`src/rtl/serial_word_assembler_if.sv`:
```
// Bus between the serial feeder and serial_word_assembler.
//   master modport: drives serial_in/bit_valid/frame_start, observes the word side.
//   slave  modport: the assembler; drives data_out/load/busy/bit_count
//                   (and parity_err when PARITY_CHECK_EN is defined).
//   WIDTH must match the assembler's WIDTH.
// Build option: PARITY_CHECK_EN adds the parity_err signal to both modports.
interface serial_word_assembler_if #(
    parameter int unsigned WIDTH = 4
);
    localparam int unsigned CntW = $clog2(WIDTH + 1);

    logic             serial_in;
    logic             bit_valid;
    logic             frame_start;
    logic [WIDTH-1:0] data_out;
    logic             load;
    logic             busy;
    logic [CntW-1:0]  bit_count;
`ifdef PARITY_CHECK_EN
    logic             parity_err;

    modport master (
        output serial_in, bit_valid, frame_start,
        input  data_out, load, busy, bit_count, parity_err
    );
    modport slave (
        input  serial_in, bit_valid, frame_start,
        output data_out, load, busy, bit_count, parity_err
    );
`else
    modport master (
        output serial_in, bit_valid, frame_start,
        input  data_out, load, busy, bit_count
    );
    modport slave (
        input  serial_in, bit_valid, frame_start,
        output data_out, load, busy, bit_count
    );
`endif
endinterface

```
`src/rtl/serial_word_assembler.sv`:
```
// Collects a framed serial bit stream into a WIDTH-bit word and hands it to the
// downstream holding register as data_out plus a one-cycle load strobe.
// Ports:
//   clk    rising-edge clock
//   reset  synchronous, active-high; aborts any frame in progress
//   bus    serial_word_assembler_if.slave:
//            serial_in/bit_valid  serial bit and its qualifier
//            frame_start          starts (or restarts) a frame
//            data_out/load        last completed word and its strobe
//            busy                 high while collecting data (or the parity bit)
//            bit_count            data bits accepted in the current frame
//            parity_err           one-cycle pulse on a bad parity bit (PARITY_CHECK_EN)
// Build option: define PARITY_CHECK_EN to expect one even-parity bit after the
// data bits; without it the word is emitted straight after WIDTH data bits.
// All outputs are registered. load/data_out update on the edge that ends the
// EMIT cycle, so they appear one cycle after the FSM enters EMIT.
module serial_word_assembler #(
    parameter int unsigned WIDTH     = 4,
    parameter bit          MSB_FIRST = 1'b1
) (
    input  logic                   clk,
    input  logic                   reset,
    serial_word_assembler_if.slave bus
);
    localparam int unsigned   CntW    = $clog2(WIDTH + 1);
    localparam logic [CntW-1:0] CntLast = CntW'(WIDTH - 1);

    typedef enum logic [1:0] {StIdle, StShift, StParity, StEmit} state_e;

    state_e           state_q, state_d;
    logic [WIDTH-1:0] sr_q, sr_d;
    logic [WIDTH-1:0] data_out_q, data_out_d;
    logic [CntW-1:0]  bit_count_q, bit_count_d;
    logic             load_q, load_d;
    logic             busy_q, busy_d;
`ifdef PARITY_CHECK_EN
    logic             parity_err_q, parity_err_d;
    logic             parity_ok;
`endif

    logic [WIDTH-1:0] sr_shifted;
    logic             last_data_bit;

    assign sr_shifted    = MSB_FIRST ? {sr_q[WIDTH-2:0], bus.serial_in}
                                     : {bus.serial_in, sr_q[WIDTH-1:1]};
    assign last_data_bit = bus.bit_valid && (bit_count_q == CntLast);
`ifdef PARITY_CHECK_EN
    // Even parity: data bits XOR parity bit must be zero.
    assign parity_ok     = ~(^sr_q ^ bus.serial_in);
`endif

    // State and output registers.
    always_ff @(posedge clk) begin
        if (reset) begin
            state_q      <= StIdle;
            sr_q         <= '0;
            data_out_q   <= '0;
            bit_count_q  <= '0;
            load_q       <= 1'b0;
            busy_q       <= 1'b0;
`ifdef PARITY_CHECK_EN
            parity_err_q <= 1'b0;
`endif
        end else begin
            state_q      <= state_d;
            sr_q         <= sr_d;
            data_out_q   <= data_out_d;
            bit_count_q  <= bit_count_d;
            load_q       <= load_d;
            busy_q       <= busy_d;
`ifdef PARITY_CHECK_EN
            parity_err_q <= parity_err_d;
`endif
        end
    end

    // Next-state logic.
    always_comb begin
        state_d = state_q;
        unique case (state_q)
            StIdle: begin
                if (bus.frame_start) state_d = StShift;
            end
            StShift: begin
                // frame_start wins over a bit arriving in the same cycle.
                if (!bus.frame_start && last_data_bit) begin
`ifdef PARITY_CHECK_EN
                    state_d = StParity;
`else
                    state_d = StEmit;
`endif
                end
            end
`ifdef PARITY_CHECK_EN
            StParity: begin
                if (bus.frame_start) begin
                    state_d = StShift;
                end else if (bus.bit_valid) begin
                    state_d = parity_ok ? StEmit : StIdle;
                end
            end
`endif
            StEmit: begin
                state_d = bus.frame_start ? StShift : StIdle;
            end
            default: state_d = StIdle;
        endcase
    end

    // Datapath and registered-output next values.
    always_comb begin
        sr_d         = sr_q;
        data_out_d   = data_out_q;
        bit_count_d  = bit_count_q;
        load_d       = 1'b0;
`ifdef PARITY_CHECK_EN
        parity_err_d = 1'b0;
`endif
        unique case (state_q)
            StIdle: begin
                if (bus.frame_start) begin
                    sr_d        = '0;
                    bit_count_d = '0;
                end
            end
            StShift: begin
                if (bus.frame_start) begin
                    sr_d        = '0;
                    bit_count_d = '0;
                end else if (bus.bit_valid) begin
                    sr_d        = sr_shifted;
                    bit_count_d = bit_count_q + CntW'(1);
                end
            end
`ifdef PARITY_CHECK_EN
            StParity: begin
                if (bus.frame_start) begin
                    sr_d        = '0;
                    bit_count_d = '0;
                end else if (bus.bit_valid && !parity_ok) begin
                    parity_err_d = 1'b1;
                    bit_count_d  = '0;
                end
            end
`endif
            StEmit: begin
                load_d      = 1'b1;
                data_out_d  = sr_q;
                bit_count_d = '0;
                if (bus.frame_start) sr_d = '0;
            end
            default: begin
                sr_d        = '0;
                bit_count_d = '0;
            end
        endcase
        busy_d = (state_d == StShift) || (state_d == StParity);
    end

    assign bus.data_out   = data_out_q;
    assign bus.load       = load_q;
    assign bus.busy       = busy_q;
    assign bus.bit_count  = bit_count_q;
`ifdef PARITY_CHECK_EN
    assign bus.parity_err = parity_err_q;
`endif
endmodule
```
`src/flat_wrapper.sv`:
```
// flat-port wrapper written by rule: the top's interface ports become plain ports
module serial_word_assembler_flat 
#(
    parameter int unsigned WIDTH     = 4,
    parameter bit          MSB_FIRST = 1'b1
)
  (clk, reset, bus_serial_in, bus_bit_valid, bus_frame_start, bus_data_out, bus_load, bus_busy, bus_bit_count);
  serial_word_assembler_if #(.WIDTH(WIDTH)) bus_i ();
  input  logic clk;
  input  logic reset;
  input wire logic [$bits(bus_i.serial_in)-1:0] bus_serial_in;
  input wire logic [$bits(bus_i.bit_valid)-1:0] bus_bit_valid;
  input wire logic [$bits(bus_i.frame_start)-1:0] bus_frame_start;
  output wire logic [$bits(bus_i.data_out)-1:0] bus_data_out;
  output wire logic [$bits(bus_i.load)-1:0] bus_load;
  output wire logic [$bits(bus_i.busy)-1:0] bus_busy;
  output wire logic [$bits(bus_i.bit_count)-1:0] bus_bit_count;
  assign bus_i.serial_in = bus_serial_in;
  assign bus_i.bit_valid = bus_bit_valid;
  assign bus_i.frame_start = bus_frame_start;
  assign bus_data_out = bus_i.data_out;
  assign bus_load = bus_i.load;
  assign bus_busy = bus_i.busy;
  assign bus_bit_count = bus_i.bit_count;
  serial_word_assembler #(.WIDTH(WIDTH), .MSB_FIRST(MSB_FIRST)) u_core (.clk(clk), .reset(reset), .bus(bus_i));
endmodule
```
`config.mk`:
```
export PLATFORM = sky130hd
export DESIGN_NAME = serial_word_assembler_flat
export DESIGN_NICKNAME = d
export VERILOG_FILES = /design/src/rtl/serial_word_assembler_if.sv /design/src/rtl/serial_word_assembler.sv /design/src/flat_wrapper.sv
export SDC_FILE = /design/constraint.sdc
export NUM_CORES = 1
export LEC_CHECK = 0
export CORE_MARGIN = 5
export CORE_UTILIZATION = 52
export DETAILED_ROUTE_END_ITERATION = 8
export HOLD_SLACK_MARGIN = 0.15
export PLACE_DENSITY = 0.89
export SYNTH_ARGS = -nofsm -noshare
export SYNTH_HDL_FRONTEND = slang
export SYNTH_SLANG_ARGS = --single-unit
```
`constraint.sdc`:
```
create_clock -name clk -period 4.1 [get_ports clk]
set_clock_uncertainty 0.1 [all_clocks]
set_input_delay 0.41 -clock clk [delete_from_list [all_inputs] [get_ports clk]]
set_output_delay 0.41 -clock clk [all_outputs]
set_load 0.02 [all_outputs]
```
==> reports/results.ini, run 1 <==
[run_status]
status=completed

[worst_setup_path]
worstPathArrival_ns=1.93
slowest_delay_ns=0.42
crit_chain=inv_1 -> ha_1 -> a211oi_1 -> nor2_1 -> a2111oi_2 -> a31o_1
critPathLaunch=u_core.state_q[0]
crit_path_max_fanout=5
worst-path-stages=6
r2r_cells=6
startpoint_type=flip-flop
cpMaxStageDelayCell=dfxtp_1
crit_family=compound AO/OA/AOI/OAI gates
r2r_start=u_core.state_q[0]
reg2reg_setup_slack_ns=2.29
r2r-end=u_core.bus.busy
worstPathRequired_ns=4.22
cp.buffers_inverters=1
critPathCaptureType=flip-flop
crit_end=u_core.bus.busy
path_class=reg -> reg

[worst_hold_path]
hold_start=u_core.sr_q[3]
hp-class=reg -> reg

[timing]
fin_tns_setup_ns=0
worst_pin_slew_ns=0.533
rsz0062_at_grt=no
fmax_mhz=552
maxSlewHeadroom_pct=64.4
period_needed_ns=1.81
finalCritPeriodShare_pct=44.2
hold_violations=0
whs_ns=0.364
drv_slew=0
setup_viol=0

[clock_tree]
clk_pin_slew_ns=0.08
cts_max_level=1
root_buffer=clkbuf_4
cts.path.max_buffers=2
tritoncts=yes
cts_setup_buffers=0
cts_buffers=3
cts.sinks=15
cts_hold_buf=0
cts_resized=0
clk-insertion-delay-late_ns=0.28

[floorplanning]
die_w_um=46.8
io_pins=14
placementRows=13
die_h_um=46.8
core_sq_um=1280
dieArea_sq_um=2190
initial_core_util_pct=54.7

[global_route]
antenna_found_initial=0
grt_use_met3_pct=6.51
grt_pass1_vias=498
grt_usage_pct=13.8
busiest_layer=met2
grt_pass1_wl_um=2060
grt_use_met2_pct=22.5
grt_max_degree=16
use_met1_pct=15.2
grt_overflow=0

[placed_design]
place_congestion=0.675
place_area_sq_um=843
io_buffers=13
dpl.hpwl_um=987

[layout]
syn_to_final_growth_pct=23.7
post-route-util_pct=67.7
n_antenna_cell=0
fin_nets=99
drive_above_1_share_pct=9.30
stdcell_area_sq_um=870

[logic_synthesis]
yosysWarnings=0
synth_top_area_share_pct=42.7
synth_area_leaders=dfxtp_1, ha_1, mux2i_1
synthDistinctLibCells=23
synth_nets=83
syn_inst=71
netlist_area_sq_um=703
ys_ff_latch=15
synth_area_per_cell_sq_um=9.90
yosys.area.top_type=dfxtp_1
synth_seq_area_share_pct=42.7

[drt]
wire_per_inst_um=12.5
via_count=552
routed_wl_um=1260
ant_nets=0
drtPass1Iterations=4
drt_iter0_drc=7
drc_errors=0
via_per_inst=5.47

[power_and_ir_drop]
ir_worst_vdd_mv=0.143
power.density_nw_per_um2=304
finalPower_uw=265
leakage_uw=0.000313

[job]
max_cap_viol_count=0

cell usage after synthesis:
master and number:
nor2b_1 3, clkbuf_1 1, nand2b_1 1, a21o_1 1, a2111oi_2 1, a211oi_1 2, inv_1 4, nand3b_1 4
a22oi_1 1, a21oi_1 6, mux2i_1 5, dfxtp_1 15, nor2_1 8, o21ai_1 1, nor2b_4 1, buf_2 1
nor4_1 1, nand3_2 1, nor3_2 1, and4bb_2 1, a31o_1 1, nand2_1 4, ha_1 7
cell type report:
type / count / area [sq um]
fillers: 112 / 415
multi-input cells: 50 / 379
flip-flops and latches: 15 / 300
repair buffers: 13 / 130
clock buffers: 4 / 26.3
well taps: 15 / 18.8
inverters: 4 / 15.0
layer usage:
layer	vias up	share of wire, %
met3	4	7.7
met4	0	1.9
li1	276	-
met5	-	0
met1	257	42
met2	15	48
registers in the layout (all words and copies together), names as in the netlist:
name,cells
u_core.state_q,2
u_core.sr_q,4
u_core.bus.bit_count,3
u_core.bus.busy,1
u_core.bus.data_out,4
u_core.bus.load,1
worst reg2reg max path, stage by stage, from the launching register on:
cell	delay [ns]
dfxtp_1	0.42
inv_1	0.08
ha_1	0.25
a211oi_1	0.31
nor2_1	0.10
a2111oi_2	0.34
a31o_1	0.15
metrics by stage:
stage	instances	worst slack [ns]
finish	101	2.29
global route	101	2.15
CTS	101	2.29
detailed placement	97	2.13
global placement	97	2.18
floorplan	71	2.47
logic make-up after synthesis:
| family | count (synthesis) | synth area share, % |
|---|---|---|
| compound gates | 13 | 12.6 |
| simple gates | 25 | 21.7 |
| buf+inv | 6 | 3.38 |
| flops | 15 | 42.7 |
| fa+ha+maj | 7 | 12.5 |
| mux | 5 | 7.12 |
power by group:
part	internal, uW	switching [uW]
Clock	37.8	41.7
Combinational	16.1	18.1
Sequential	148	2.50
Total	202	62.3
how the worst min path moves through the flow:
stage                     end  depth (start not counted)  slack (ns)
2_1_floorplan  u_core.sr_q[3]                          2        0.33
3_3_place_gp   u_core.sr_q[3]                          2        0.35
4_1_cts        u_core.sr_q[3]                          2        0.37
5_1_grt        u_core.sr_q[3]                          2        0.38
6_report       u_core.sr_q[3]                          2        0.36
3_5_place_dp   u_core.sr_q[3]                          2        0.36
cells in the final DEF, fill, tap and decap left out:
cell and count:
a21o_1 1, dfxtp_1 15, nor2b_4 1, clkdlybuf4s50_1 13
nor2_1 8, o21ai_1 1, clkbuf_1 1, a22oi_1 1
and4bb_2 1, a211oi_1 2, ha_1 7, nand3b_1 4
nand3_2 1, nor4_1 1, a31o_1 1, a21oi_1 6
nand2b_1 1, inv_1 4, mux2i_1 5, a2111oi_2 1
nor2b_1 3, nand2_1 4, clkbuf_4 3, nor3_2 1
Note: power is estimated with default switching activity, not from simulation.
==> inputs of run 2 (changes only) <==
Settings changed: CORE_UTILIZATION 52 to 43, PLACE_DENSITY 0.89 to 0.8.
Clock period 4.1 ns to 1.48 ns, I/O delays scaled along.
==> reports/results.ini, run 2 (synthesis gave the netlist of run 1 again) <==
[run_status]
status=complete, but fails checks  ; was completed
violations=setup timing

[global_route]
antenna_found_initial=0  ; unchanged
grt_max_degree=14  ; was 16
grt_pass1_vias=602  ; was 498
grt_pass1_wl_um=2640  ; was 2060 um
grt_usage_pct=13.6  ; was 13.8%
grt_overflow=0  ; unchanged

[power_and_ir_drop]
power.density_nw_per_um2=788  ; was 304 nW/um^2
finalPower_uw=838  ; was 265 uW
ir_worst_vdd_mv=0.546  ; was 0.143 mV
leakage_uw=0.000453  ; was 0.000313 uW

[layout]
most-common-layout-cells=dfxtp_1, buf_4, nor2_1, dlygate4sd2_1, a21oi_1  ; was dfxtp_1, clkdlybuf4s50_1, nor2_1
fillerInstances=109  ; was 112
syn_to_final_growth_pct=51.2  ; was 23.7%
drive_above_1_share_pct=36.1  ; was 9.30%
regArea_sq_um=307  ; was 300 sq um
n_antenna_cell=0  ; unchanged
fin_nets=110  ; was 99
final_common_cell=dfxtp_1  ; unchanged
multi_input_area_sq_um=483  ; was 379 sq um
stdcell_area_sq_um=1060  ; was 870 sq um
final_cell_count_no_fill=113  ; was 101
post-route-util_pct=69.8  ; was 67.7%

[clock_tree]
cts.sinks=15  ; unchanged
tritoncts=yes  ; unchanged
root_buffer=clkbuf_4  ; unchanged
cts_buffers=3  ; unchanged
cts_max_level=1  ; unchanged
clk_pin_slew_ns=0.11  ; was 0.08 ns
cts.path.max_buffers=2  ; unchanged
clk-insertion-delay-late_ns=0.30  ; was 0.28 ns

[drt]
wire_per_inst_um=14.8  ; was 12.5 um
ant_nets=0  ; unchanged
drc_errors=0  ; unchanged
routed_wl_um=1670  ; was 1260 um
via_count=608  ; was 552
drt_iter0_drc=6  ; was 7
drtPass1Iterations=4  ; unchanged
via_per_inst=5.38  ; was 5.47

[timing]
hold_violations=0  ; unchanged
finalCritPeriodShare_pct=103  ; was 44.2%
rsz0062_at_grt=yes  ; was no
fin_ws_ns=-0.0422  ; was 2.29 ns
worst_pin_slew_ns=0.369  ; was 0.533 ns
maxSlewHeadroom_pct=75.3  ; was 64.4%
period_needed_ns=1.52  ; was 1.81 ns
fmax_mhz=657  ; was 552 MHz
drv_slew=0  ; unchanged
setup_viol=1  ; was 0

[floorplanning]
placementRows=14  ; was 13
dieArea_sq_um=2540  ; was 2190 sq um
core_sq_um=1520  ; was 1280 sq um
die_h_um=50.4  ; was 46.8 um
initial_core_util_pct=46.1  ; was 54.7%
io_pins=14  ; unchanged
die_w_um=50.4  ; was 46.8 um

[worst_setup_path]
reg2reg_setup_slack_ns=-0.04  ; was 2.29 ns
r2r_cells=6  ; unchanged
worstPathRequired_ns=1.63  ; was 4.22 ns
critPathCaptureType=flip-flop  ; unchanged
startpoint_type=flip-flop  ; unchanged
r2r_start=u_core.state_q[0]  ; unchanged
crit_path_max_fanout=5  ; unchanged
r2r-end=u_core.bus.busy  ; unchanged
path_class=reg -> reg  ; unchanged
worstPathArrival_ns=1.67  ; was 1.93 ns

[placed_design]
dpl.hpwl_um=1080  ; was 987 um
dp.cells=108  ; was 97
place_area_sq_um=937  ; was 843 sq um
place_congestion=0.767  ; was 0.675
place_ws_ns=-0.164  ; was 2.13 ns
io_buffers=13  ; unchanged

[worst_hold_path]
min_path_cells=2  ; unchanged
holdPathEnd=u_core.sr_q[3]  ; unchanged
hold_start=u_core.sr_q[3]  ; unchanged
hp-class=reg -> reg  ; unchanged

[job]
max_cap_viol_count=0  ; unchanged

## run 2: cell types whose count changed in the layout (fill, tap and decap cells not counted), sizes merged
cell,before,now
dlygate4sd2,0,7
buf,0,11
dlymetal6s2s,0,2
clkdlybuf4s50,13,4
clkbuf,4,3
clkinv,0,1
## run 2: worst max path at each step
| stage | from | endpoint | slack, ns | cells after the start |
|---|---|---|---|---|
| floorplan | u_core.state_q[0] | u_core.bus.busy | 0.003 | 6 |
| global placement | bus_frame_start | u_core.bus.busy | -0.10 | 5 |
| detailed placement | bus_frame_start | u_core.bus.busy | -0.16 | 5 |
| CTS | u_core.state_q[0] | u_core.bus.busy | -0.04 | 6 |
| global route | u_core.state_q[0] | u_core.bus.busy | -0.11 | 6 |
| finish | u_core.state_q[0] | u_core.bus.busy | -0.04 | 6 |
## run 2: layer usage
metal	wire, um	track usage (%)	vias up
li1	-	-	298
met1	724	15.7	293
met2	850	22.1	13
met3	65	5.62	4
met4	27	5.11	0
met5	0	0	-
## run 2: worst max-delay path, cell delays in order, from the launching register on
cell	delay (ns)
dfxtp_4	0.38
buf_4	0.13
ha_2	0.22
nor3_4	0.22
nor2_2	0.08
a2111oi_4	0.18
a31o_1	0.15
## run 2: what timing repair did
item / CTS / global route
setup endpoints to repair: 9 / 9
gates resized for setup: 14 / 12
gates cloned: 0 / 0
hold endpoints to repair: 0 / 0
hold buffers: 0 / 0
setup buffers: 1 / 0
pin swaps: 3 / 3
## run 2: final cells by class
cell class	count	share of cell area [%]
clock inverter	1	0.471
timing repair buffer	24	19.6
inverter	4	1.65
multi-input combinational	50	45.4
tap	16	1.88
clock buffer	3	2.12
sequential	15	28.8
## run 2: power breakdown
group	internal (uW)	switching, uW
sequential	412	8.28
clock	101	152
combinational	84.5	80.0
total	597	241
## run 2: metrics by stage
| step | hold WS (ns) | setup TNS, ns |
|---|---|---|
| after global routing | 0.376 | -0.193 |
| after CTS | 0.347 | -0.0393 |
| after floorplan | 0.117 | 0 |
| after global placement | 0.341 | -0.190 |
| after detailed placement | 0.354 | -0.420 |
| final | 0.364 | -0.0422 |
==> inputs of run 3 (changes only) <==
Settings changed: HOLD_SLACK_MARGIN 0.15 to 0.02.
==> results of run 3 <==
Final layout, timing and power as in run 2 (identical DEF).
